$ cat config.mk
export PLATFORM = sky130hd
export DESIGN_NAME = i2c_slave_rx_flat
export DESIGN_NICKNAME = d
export VERILOG_FILES = /design/src/rtl/i2c_pkg.sv /design/src/rtl/i2c_slave_rx_if.sv /design/src/rtl/i2c_slave_rx_in_filter.sv /design/src/rtl/i2c_slave_rx.sv /design/src/flat_wrapper.sv
export SDC_FILE = /design/constraint.sdc
export NUM_CORES = 1
export LEC_CHECK = 0
export ABC_AREA = 1
export BUFFER_PORTS_ARGS = -buffer_cell sky130_fd_sc_hd__buf_2
export CAP_MARGIN = 40
export CORE_AREA = 2 2 67 69
export DETAILED_ROUTE_END_ITERATION = 16
export DIE_AREA = 0 0 69 71
export HOLD_SLACK_MARGIN = 0.15
export PLACE_DENSITY = 0.72
export SETUP_SLACK_MARGIN = 0.5
export SLEW_MARGIN = 5
export SYNTH_ARGS = -nofsm -noshare
export SYNTH_HDL_FRONTEND = slang
export SYNTH_SLANG_ARGS = --single-unit
export TNS_END_PERCENT = 10
$ cat constraint.sdc
create_clock -name clk -period 2.2 [get_ports clk]
set_clock_uncertainty 0.05 [all_clocks]
set_input_delay 0.33 -clock clk [delete_from_list [all_inputs] [get_ports clk]]
set_output_delay 0.33 -clock clk [all_outputs]
set_load 0.01 [all_outputs]
$ cat src/rtl/i2c_pkg.sv
// Shared types and constants for the I2C slave receiver.
package i2c_pkg;

    typedef enum logic [1:0] {
        IDLE,
        DATA,
        ACK,
        IGNORE
    } i2c_rx_state_t;

    localparam int   I2C_ADDR_W = 7;
    localparam int   I2C_BYTE_W = 8;
    localparam logic I2C_ACK    = 1'b0;
    localparam logic I2C_NACK   = 1'b1;

endpackage

$ cat src/rtl/i2c_slave_rx_if.sv
// Received-byte stream between the I2C slave receiver and its sink.
interface i2c_rx_if;
    import i2c_pkg::*;

    logic [I2C_BYTE_W-1:0] rx_data;
    logic                  rx_valid;
    logic                  rx_first;
    logic                  rx_ready;

    modport master (
        output rx_data,
        output rx_valid,
        output rx_first,
        input  rx_ready
    );

    modport slave (
        input  rx_data,
        input  rx_valid,
        input  rx_first,
        output rx_ready
    );

endinterface

$ cat src/rtl/i2c_slave_rx_in_filter.sv
// Synchronizer, glitch filter and edge pulses for one I2C line.
module i2c_in_filter #(
    parameter int SYNC_STAGES = 2,
    parameter int FILT_LEN    = 3
) (
    input  logic clk,
    input  logic rst_n,
    input  logic line_i,
    output logic level,
    output logic rise,
    output logic fall
);

    localparam int CW = $clog2(FILT_LEN + 1);
    localparam int PL = SYNC_STAGES + FILT_LEN;
    localparam int PW = $clog2(PL + 1);

    logic [SYNC_STAGES-1:0] sync;
    logic [CW-1:0]          cnt;
    logic [PW-1:0]          prime;
    logic                   samp;
    logic                   primed;
    logic                   flip;

    assign samp   = sync[SYNC_STAGES-1];
    assign primed = (prime == PW'(PL));
    assign flip   = (samp != level) && (cnt == CW'(FILT_LEN - 1));

    // Until the pipeline has filled, the level tracks the line silently
    // so a reset in mid-transfer cannot fake a START or STOP edge.
    always_ff @(posedge clk or negedge rst_n) begin
        if (!rst_n) begin
            sync  <= '1;
            cnt   <= '0;
            prime <= '0;
            level <= 1'b1;
            rise  <= 1'b0;
            fall  <= 1'b0;
        end else begin
            sync <= SYNC_STAGES'({sync, line_i});
            rise <= 1'b0;
            fall <= 1'b0;
            if (!primed) begin
                prime <= prime + 1'b1;
                level <= samp;
                cnt   <= '0;
            end else if (samp == level) begin
                cnt <= '0;
            end else if (flip) begin
                level <= samp;
                cnt   <= '0;
                rise  <= samp;
                fall  <= ~samp;
            end else begin
                cnt <= cnt + 1'b1;
            end
        end
    end

endmodule

$ cat src/rtl/i2c_slave_rx.sv
// I2C slave receiver: START/STOP detection, byte shift-in and ACK drive.
// Define I2C_SLAVE_ADDR_MATCH_EN to qualify the first byte as an address.
module i2c_slave_rx
    import i2c_pkg::*;
#(
    parameter int                    SYNC_STAGES = 2,
    parameter int                    FILT_LEN    = 3,
    parameter logic [I2C_ADDR_W-1:0] SLAVE_ADDR  = 7'h2A
) (
    input  logic     clk,
    input  logic     rst_n,
    input  logic     scl_i,
    input  logic     sda_i,
    output logic     sda_oe,
    i2c_rx_if.master rx,
    output logic     overrun,
    output logic     start_det,
    output logic     stop_det,
    output logic     busy
);

`ifdef I2C_SLAVE_ADDR_MATCH_EN
    localparam bit ADDR_EN = 1'b1;
`else
    localparam bit ADDR_EN = 1'b0;
`endif

    logic scl_lvl, scl_rise, scl_fall;
    logic sda_lvl, sda_rise, sda_fall;

    i2c_in_filter #(
        .SYNC_STAGES(SYNC_STAGES),
        .FILT_LEN   (FILT_LEN)
    ) u_scl (
        .clk   (clk),
        .rst_n (rst_n),
        .line_i(scl_i),
        .level (scl_lvl),
        .rise  (scl_rise),
        .fall  (scl_fall)
    );

    i2c_in_filter #(
        .SYNC_STAGES(SYNC_STAGES),
        .FILT_LEN   (FILT_LEN)
    ) u_sda (
        .clk   (clk),
        .rst_n (rst_n),
        .line_i(sda_i),
        .level (sda_lvl),
        .rise  (sda_rise),
        .fall  (sda_fall)
    );

    i2c_rx_state_t         state;
    logic [3:0]            bit_cnt;
    logic [I2C_BYTE_W-1:0] shreg;
    logic [I2C_BYTE_W-1:0] nbyte;
    logic                  ack_bit;
    logic                  first_arm;
    logic                  vld_q;
    logic                  fst_q;
    logic                  scl_edge;
    logic                  start_c;
    logic                  stop_c;
    logic                  addr_miss;

    // An SCL edge in the same cycle masks the SDA edge.
    assign scl_edge  = scl_rise | scl_fall;
    assign start_c   = sda_fall & scl_lvl & ~scl_edge;
    assign stop_c    = sda_rise & scl_lvl & ~scl_edge;
    assign nbyte     = {shreg[I2C_BYTE_W-2:0], sda_lvl};
    assign addr_miss = ADDR_EN & first_arm &
                       (nbyte[I2C_BYTE_W-1:1] != SLAVE_ADDR);

    always_ff @(posedge clk or negedge rst_n) begin
        if (!rst_n) begin
            state       <= IDLE;
            bit_cnt     <= '0;
            shreg       <= '0;
            ack_bit     <= I2C_NACK;
            first_arm   <= 1'b0;
            vld_q       <= 1'b0;
            fst_q       <= 1'b0;
            sda_oe      <= 1'b0;
            rx.rx_data  <= '0;
            rx.rx_valid <= 1'b0;
            rx.rx_first <= 1'b0;
            overrun     <= 1'b0;
            start_det   <= 1'b0;
            stop_det    <= 1'b0;
            busy        <= 1'b0;
        end else begin
            start_det   <= 1'b0;
            stop_det    <= 1'b0;
            overrun     <= 1'b0;
            vld_q       <= 1'b0;
            fst_q       <= 1'b0;
            rx.rx_valid <= vld_q;
            rx.rx_first <= fst_q;
            unique case (1'b1)
                stop_c: begin
                    state     <= IDLE;
                    bit_cnt   <= '0;
                    shreg     <= '0;
                    first_arm <= 1'b0;
                    sda_oe    <= 1'b0;
                    stop_det  <= 1'b1;
                    busy      <= 1'b0;
                end
                start_c: begin
                    state     <= DATA;
                    bit_cnt   <= '0;
                    shreg     <= '0;
                    first_arm <= 1'b1;
                    sda_oe    <= 1'b0;
                    start_det <= 1'b1;
                    busy      <= 1'b1;
                end
                default: begin
                    unique case (state)
                        IDLE: ;
                        DATA: begin
                            if (scl_rise && !bit_cnt[3]) begin
                                shreg   <= nbyte;
                                bit_cnt <= bit_cnt + 4'd1;
                                if (bit_cnt == 4'd7) begin
                                    first_arm <= 1'b0;
                                    if (addr_miss) begin
                                        ack_bit <= I2C_NACK;
                                        state   <= IGNORE;
                                    end else if (rx.rx_ready) begin
                                        rx.rx_data <= nbyte;
                                        vld_q      <= 1'b1;
                                        fst_q      <= first_arm;
                                        ack_bit    <= I2C_ACK;
                                    end else begin
                                        overrun <= 1'b1;
                                        ack_bit <= I2C_NACK;
                                    end
                                end
                            end else if (scl_fall && bit_cnt[3]) begin
                                state  <= ACK;
                                sda_oe <= (ack_bit == I2C_ACK);
                            end
                        end
                        ACK: begin
                            if (scl_fall) begin
                                sda_oe  <= 1'b0;
                                bit_cnt <= '0;
                                state   <= DATA;
                            end
                        end
                        IGNORE: ;
                    endcase
                end
            endcase
        end
    end

endmodule

$ cat src/flat_wrapper.sv
// flat-port wrapper written by rule: the top's interface ports become plain ports
module i2c_slave_rx_flat import i2c_pkg::*;
#(
    parameter int                    SYNC_STAGES = 2,
    parameter int                    FILT_LEN    = 3,
    parameter logic [I2C_ADDR_W-1:0] SLAVE_ADDR  = 7'h2A
)
  (clk, rst_n, scl_i, sda_i, sda_oe, overrun, start_det, stop_det, busy, rx_rx_data, rx_rx_valid, rx_rx_first, rx_rx_ready);
  i2c_rx_if rx_i ();
  input  logic clk;
  input  logic rst_n;
  input  logic scl_i;
  input  logic sda_i;
  output logic sda_oe;
  output logic overrun;
  output logic start_det;
  output logic stop_det;
  output logic busy;
  output wire logic [$bits(rx_i.rx_data)-1:0] rx_rx_data;
  output wire logic [$bits(rx_i.rx_valid)-1:0] rx_rx_valid;
  output wire logic [$bits(rx_i.rx_first)-1:0] rx_rx_first;
  input wire logic [$bits(rx_i.rx_ready)-1:0] rx_rx_ready;
  assign rx_rx_data = rx_i.rx_data;
  assign rx_rx_valid = rx_i.rx_valid;
  assign rx_rx_first = rx_i.rx_first;
  assign rx_i.rx_ready = rx_rx_ready;
  i2c_slave_rx #(.SYNC_STAGES(SYNC_STAGES), .FILT_LEN(FILT_LEN), .SLAVE_ADDR(SLAVE_ADDR)) u_core (.clk(clk), .rst_n(rst_n), .scl_i(scl_i), .sda_i(sda_i), .sda_oe(sda_oe), .rx(rx_i), .overrun(overrun), .start_det(start_det), .stop_det(stop_det), .busy(busy));
endmodule
After elaboration in Yosys (flattened, before gate mapping). Index checks and enable logic that the tools add are counted.

Memory bits (read-only): 0. Word-level logic and storage cells: 150. Bits in registers: 52. Bits in writable memories: 0. Output and inout bits: 15. Memories: 0. Bits in latches: 0.

Shift operators: 0. Equality and inequality tests: 22. Multipliers: 0. Reductions and logical operators: 23. $lt $le $gt $ge: 0. Add/sub/neg operators: 5. Divide/modulo/power cells: 0. Bitwise operators: 10. Multiplexer cells: 63.

Operators by type and width (count): $mux 1 (42); $mux 7 (3); $mux 2 (9); $mux 4 (3); $reduce_and 4->1 (3); $reduce_bool 3->1 (4); $ne 4x2->1 const B (2); $pmux 2 s2 (2); $pmux 4 s2 (1); $add 3x1->3 const B (2); $eq 2x2->1 const B (3); $eq 3x3->1 const B (2); $ne 3x2->1 const B (2); $ne 3x3->1 const B (2); $pmux 1 s2 (3); $reduce_and 2->1 (3); $reduce_and 3->1 (2); $reduce_bool 2->1 (3); $not 1->1 (5); $reduce_and 5->1 (1); $add 2x1->2 const B (2); $add 4x1->4 const B (1); $and 1x1->1 (4); $eq 4x3->1 const B (1); other kinds (11) (18).

Logic depth before layout (Yosys ltp).
Depth after elaboration: 6. Mapped depth: 8. Gate-level depth less buffers: 8.

Hierarchy. From an unflattened synthesis, not the netlist that was laid out.

Cell total of the unflattened synthesis: 225. Area, all modules: 2227.1 um2.

By module, submodules not included: i2c_slave_rx (seq. area each 802.0 um2, area each 1421.4 um2, cells an instance 145, times used 1); i2c_in_filter (seq. area each 254.0 um2, area each 402.9 um2, cells an instance 40, times used 2).

Worst setup path after synthesis. No wires, ideal clock.

Kind: register -> register. Start point: register u_core.state[1]. End point: register u_core.rx.rx_data[2]. Cell stages (with the launch flop): 9. Path buffers: 1. Clock period less this slack: 1.425 ns. Slack: 0.775 ns. Arrival time: 1.257 ns. Data required time: 2.032 ns. Path through: dfrtp_1 -> inv_1 -> ha_1 -> nand3_4 -> nor2_4 -> nand2_4 -> buf_6 -> nand2_1 -> o21ai_2.

Cells in the longest elaborated chain, start to end: 2.

RTL lines: from (decl) (RTL line i2c_slave_rx.sv:55) `i2c_rx_state_t state;`; from (signal assigned) (RTL line i2c_slave_rx.sv:78) `state <= IDLE;`; from (signal assigned) (RTL line i2c_slave_rx.sv:103) `state <= IDLE;`; from (signal assigned) (RTL line i2c_slave_rx.sv:112) `state <= DATA;`; $eq 2x1->1 (RTL line i2c_slave_rx.sv:121) `unique case (state)`; $reduce_and 5->1 (no line); to (signal assigned) (RTL line i2c_slave_rx.sv:133) `rx.rx_data <= nbyte;`; to (decl) (RTL line i2c_slave_rx_if.sv:11) `output rx_data,`.

Every way passes these cells. A chain may end at the register's enable or synchronous reset.

Worst setup path in the final report.
Start point: register u_core.state[1]. End point: register u_core.shreg[3].

Cells in the longest elaborated chain, start to end: 3.

RTL lines: $eq 2x1->1 (RTL line i2c_slave_rx.sv:121); $reduce_bool 2->1 (no line); $reduce_and 2->1 (no line); to (signal assigned) (RTL line i2c_slave_rx.sv:125) `shreg <= nbyte;`; to (decl) (RTL line i2c_slave_rx.sv:57) `logic [I2C_BYTE_W-1:0] shreg;`.

Every way passes these cells.

==> summary.md <==
| Metric | Value |
|---|---|
| Final hold vios | 0 |
| Rel. slew slack | 63.0% |
| Synth warn | 0 |
| WL/cell | 11.8 µm |
| Hold path startpoint | rx_rx_ready |
| Synth-to-Final Area Change | 14.6% |
| Clk buf depth | 2 |
| Syn avg cell area | 10.7 µm² |
| Vias post-DR | 1,431 |
| CTS tree | done |
| Hold Path Class | in2reg |
| Post CTS Setup Buffer Count | 0 |
| Slew @ Worst Pin | 0.555 ns |
| Die height | 71 µm |
| Mapped Nets | 216 |
| Async set-reset flop share out of synthesis | 100% |
| Synth unique cells | 28 |
| Gate Count Post-Synth | 204 |
| Vias in the first global route | 1,420 |
| Area share of the leading cell type in the synthesized netlist | 51.5% |
| Clk sinks | 52 |
| Setup tns final | 0 ns |
| R2R Setup Slk | 0.66 ns |
| Io pins | 20 |
| Number of flops mapped to enable cells by yosys | 0 |
| Clock root buffer | clkbuf_8 |
| Mapped cell area | 2190 µm² |
| Worst hold margin | 0.188 ns |
| R2R depth | 5 |
| Die width | 69 µm |
| Largest net degree at the start of global routing | 29 |
| CP arrival | 1.66 ns |
| Post_cts resized | 0 |
| Antenna Cells | 0 |
| Fill count | 364 |
| Count leader, synth | dfrtp_1 |
| Worst Path Max Fanout | 7 |
| Final ANT Viol Nets | 0 |
| VDD IR max | 492 µV |
| DIE AREA | 4900 µm² |
| Startpoint Class | flip-flop |
| Port buffer count | 19 |
| Final Critical Period | 1.54 ns |
| Final setup violation count | 0 |
| Final #Nets | 245 |
| First-pass GRT wire length | 5.99 mm |
| Area leader, netlist | dfrtp_1 |
| Overflow after GRT | 0 |
| Crit Path Category | reg2reg |
| CP endpoint kind | flip-flop |
| MaxCap Viol Count | 0 |
| Via-per-instance ratio | 5.00 |
| Hold_buf cts | 3 |
| Met1 Use GR | 18.8% |
| FF-to-FF End | u_core.shreg[3]$_DFFE_PN0P_ |
| Reg clk slew, reported paths | 0.09 ns |
| Pwr Total | 0.00251 W |
| DR pass1 iterations | 4 |
| Yosys reg bits | 52 |
| Standby leakage power | 1.26 nW |
| Met3 global-route usage | 5.13% |
| GRT Max-Usage Layer | met2 |
| Layout cells sized above 1 | 24.8% |
| Top FF cell, synth | dfrtp_1 |
| Core area | 4200 µm² |
| Commonest cells in the netlist | dfrtp_1 (45), nand2_1 (44), inv_1 (24) |
| Final Max Slew Viols | 0 |
| Clock latency on the worst-skew pair | 0.30 ns |
| DRC Markers | 0 |
| H-tree Lvls | 2 |
| RSZ-0062 raised after global routing | no |
| Synth top area cells | dfrtp_1 (51%), dfstp_2 (8.4%), nand2_1 (7.5%) |
| Initial DRC Count | 88 |
| Worst r2r src | u_core.state[1]$_DFFE_PN0P_ |
| DP Wirelength | 2.54 mm |
| Register area share after synthesis | 59.9% |
| Final wirelength | 3.37 mm |
| Initial Utilization | 52.1% |
| Initial antenna violation count | 0 |
| Req. time, crit path | 2.31 ns |
| GP Congestion | 0.807 |
| Row count | 24 |
| Status | finished clean |
| FMAX | 647 MHz |
| WHS Path Cells | 2 |
| PwrDens | 1000 nW/µm² |
| Tcrit/Tclk final | 70.2% |
| Met2 GRT Util | 25.4% |
| Num CTS Buffers | 5 |
| WHS Endpoint | u_core.overrun$_DFF_PN0_ |
| GRT Overall Usage | 15.2% |
[critical path: stages (launching register included)]
cell	delay, ns
dfrtp_1	0.40
inv_1	0.06
ha_1	0.23
inv_1	0.11
o21ai_1	0.43
o22ai_1	0.13
[placed cells by master, fill, tap and decap left out, drive strengths merged]
cell         instances
clkinv               1
o31ai                1
o211ai               1
nor4                 2
dlygate4sd3          3
nand2               46
dfrtp               45
xor2                 2
o22ai                7
xnor2                2
o21ai               15
a21oi                4
clkbuf               6
or2                  3
nand3                8
ha                   7
inv                 25
nor2                12
nor3                 7
nand4                9
bufinv               1
buf                 20
dfstp                7
[stage by stage]
stage                     setup slack, ns  instances  area, µm²  utilization, %
after floorplan                     0.775        204       2190               -
final                               0.656        286       2510            59.7
after global placement              0.716        275       2360            56.1
after CTS                           0.619        286       2510            59.7
after detailed placement            0.626        275       2360            56.1
after global routing                0.565        286       2510            59.7
[per-layer routing]
| layer | part of all wire, % | routed length [µm] | vias to the layer above |
|---|---|---|---|
| li1 | - | - | 728 |
| met1 | 46 | 1560 | 672 |
| met2 | 48 | 1630 | 28 |
| met3 | 4.2 | 141 | 3 |
| met4 | 0.92 | 31 | 0 |
| met5 | 0 | 0 | - |
[power by group]
| group | switching (W) | internal [W] |
|---|---|---|
| Sequential | 0.000102 | 0.00111 |
| Clock | 0.000290 | 0.000372 |
| Combinational | 0.000410 | 0.000228 |
| Total | 0.000802 | 0.00171 |
[state kept, by name, indices dropped and copies added, names as in the netlist, 2 cells and up]
register / cells
u_core.rx.rx_data: 8
u_core.u_scl.prime: 3
u_core.shreg: 7
u_core.u_scl.cnt: 2
u_core.bit_cnt: 4
u_core.u_sda.sync: 2
u_core.u_sda.cnt: 2
u_core.state: 2
u_core.u_scl.sync: 2
u_core.u_sda.prime: 3
[cell type report]
class	count	area, µm²	share of cell area [%]
Inverter	25	93.8	3.74
Clock inverter	2	38.8	1.55
Tap cell	52	65.1	2.59
Multi-Input combinational cell	126	773	30.8
Clock buffer	6	82.6	3.29
Timing Repair Buffer	23	145	5.79
Sequential cell	52	1310	52.2
[cell families (layout without fill, tap and decap cells)]
family | count (synthesis) | after routing | share of synthesized area [%]
fa+ha+maj | 7 | 7 | 4.00
compound gates | 28 | 28 | 8.81
buf+inv | 26 | 56 | 4.80
flops | 52 | 52 | 59.9
simple gates | 87 | 87 | 20.9
xor+xnor | 4 | 4 | 1.60
[how the worst max path moves through the flow]
stage,startpoint,end,cells past startpoint
floorplan,u_core.state[1]$_DFFE_PN0P_,u_core.rx.rx_data[2]$_DFFE_PN0P_,8
global placement,u_core.state[1]$_DFFE_PN0P_,u_core.rx.rx_data[6]$_DFFE_PN0P_,7
detailed placement,u_core.state[1]$_DFFE_PN0P_,u_core.shreg[3]$_DFFE_PN0P_,5
CTS,u_core.state[1]$_DFFE_PN0P_,u_core.shreg[3]$_DFFE_PN0P_,5
global route,u_core.state[1]$_DFFE_PN0P_,u_core.rx.rx_data[1]$_DFFE_PN0P_,7
finish,u_core.state[1]$_DFFE_PN0P_,u_core.shreg[3]$_DFFE_PN0P_,5
No activity file was read; power rests on OpenSTA's default activity.
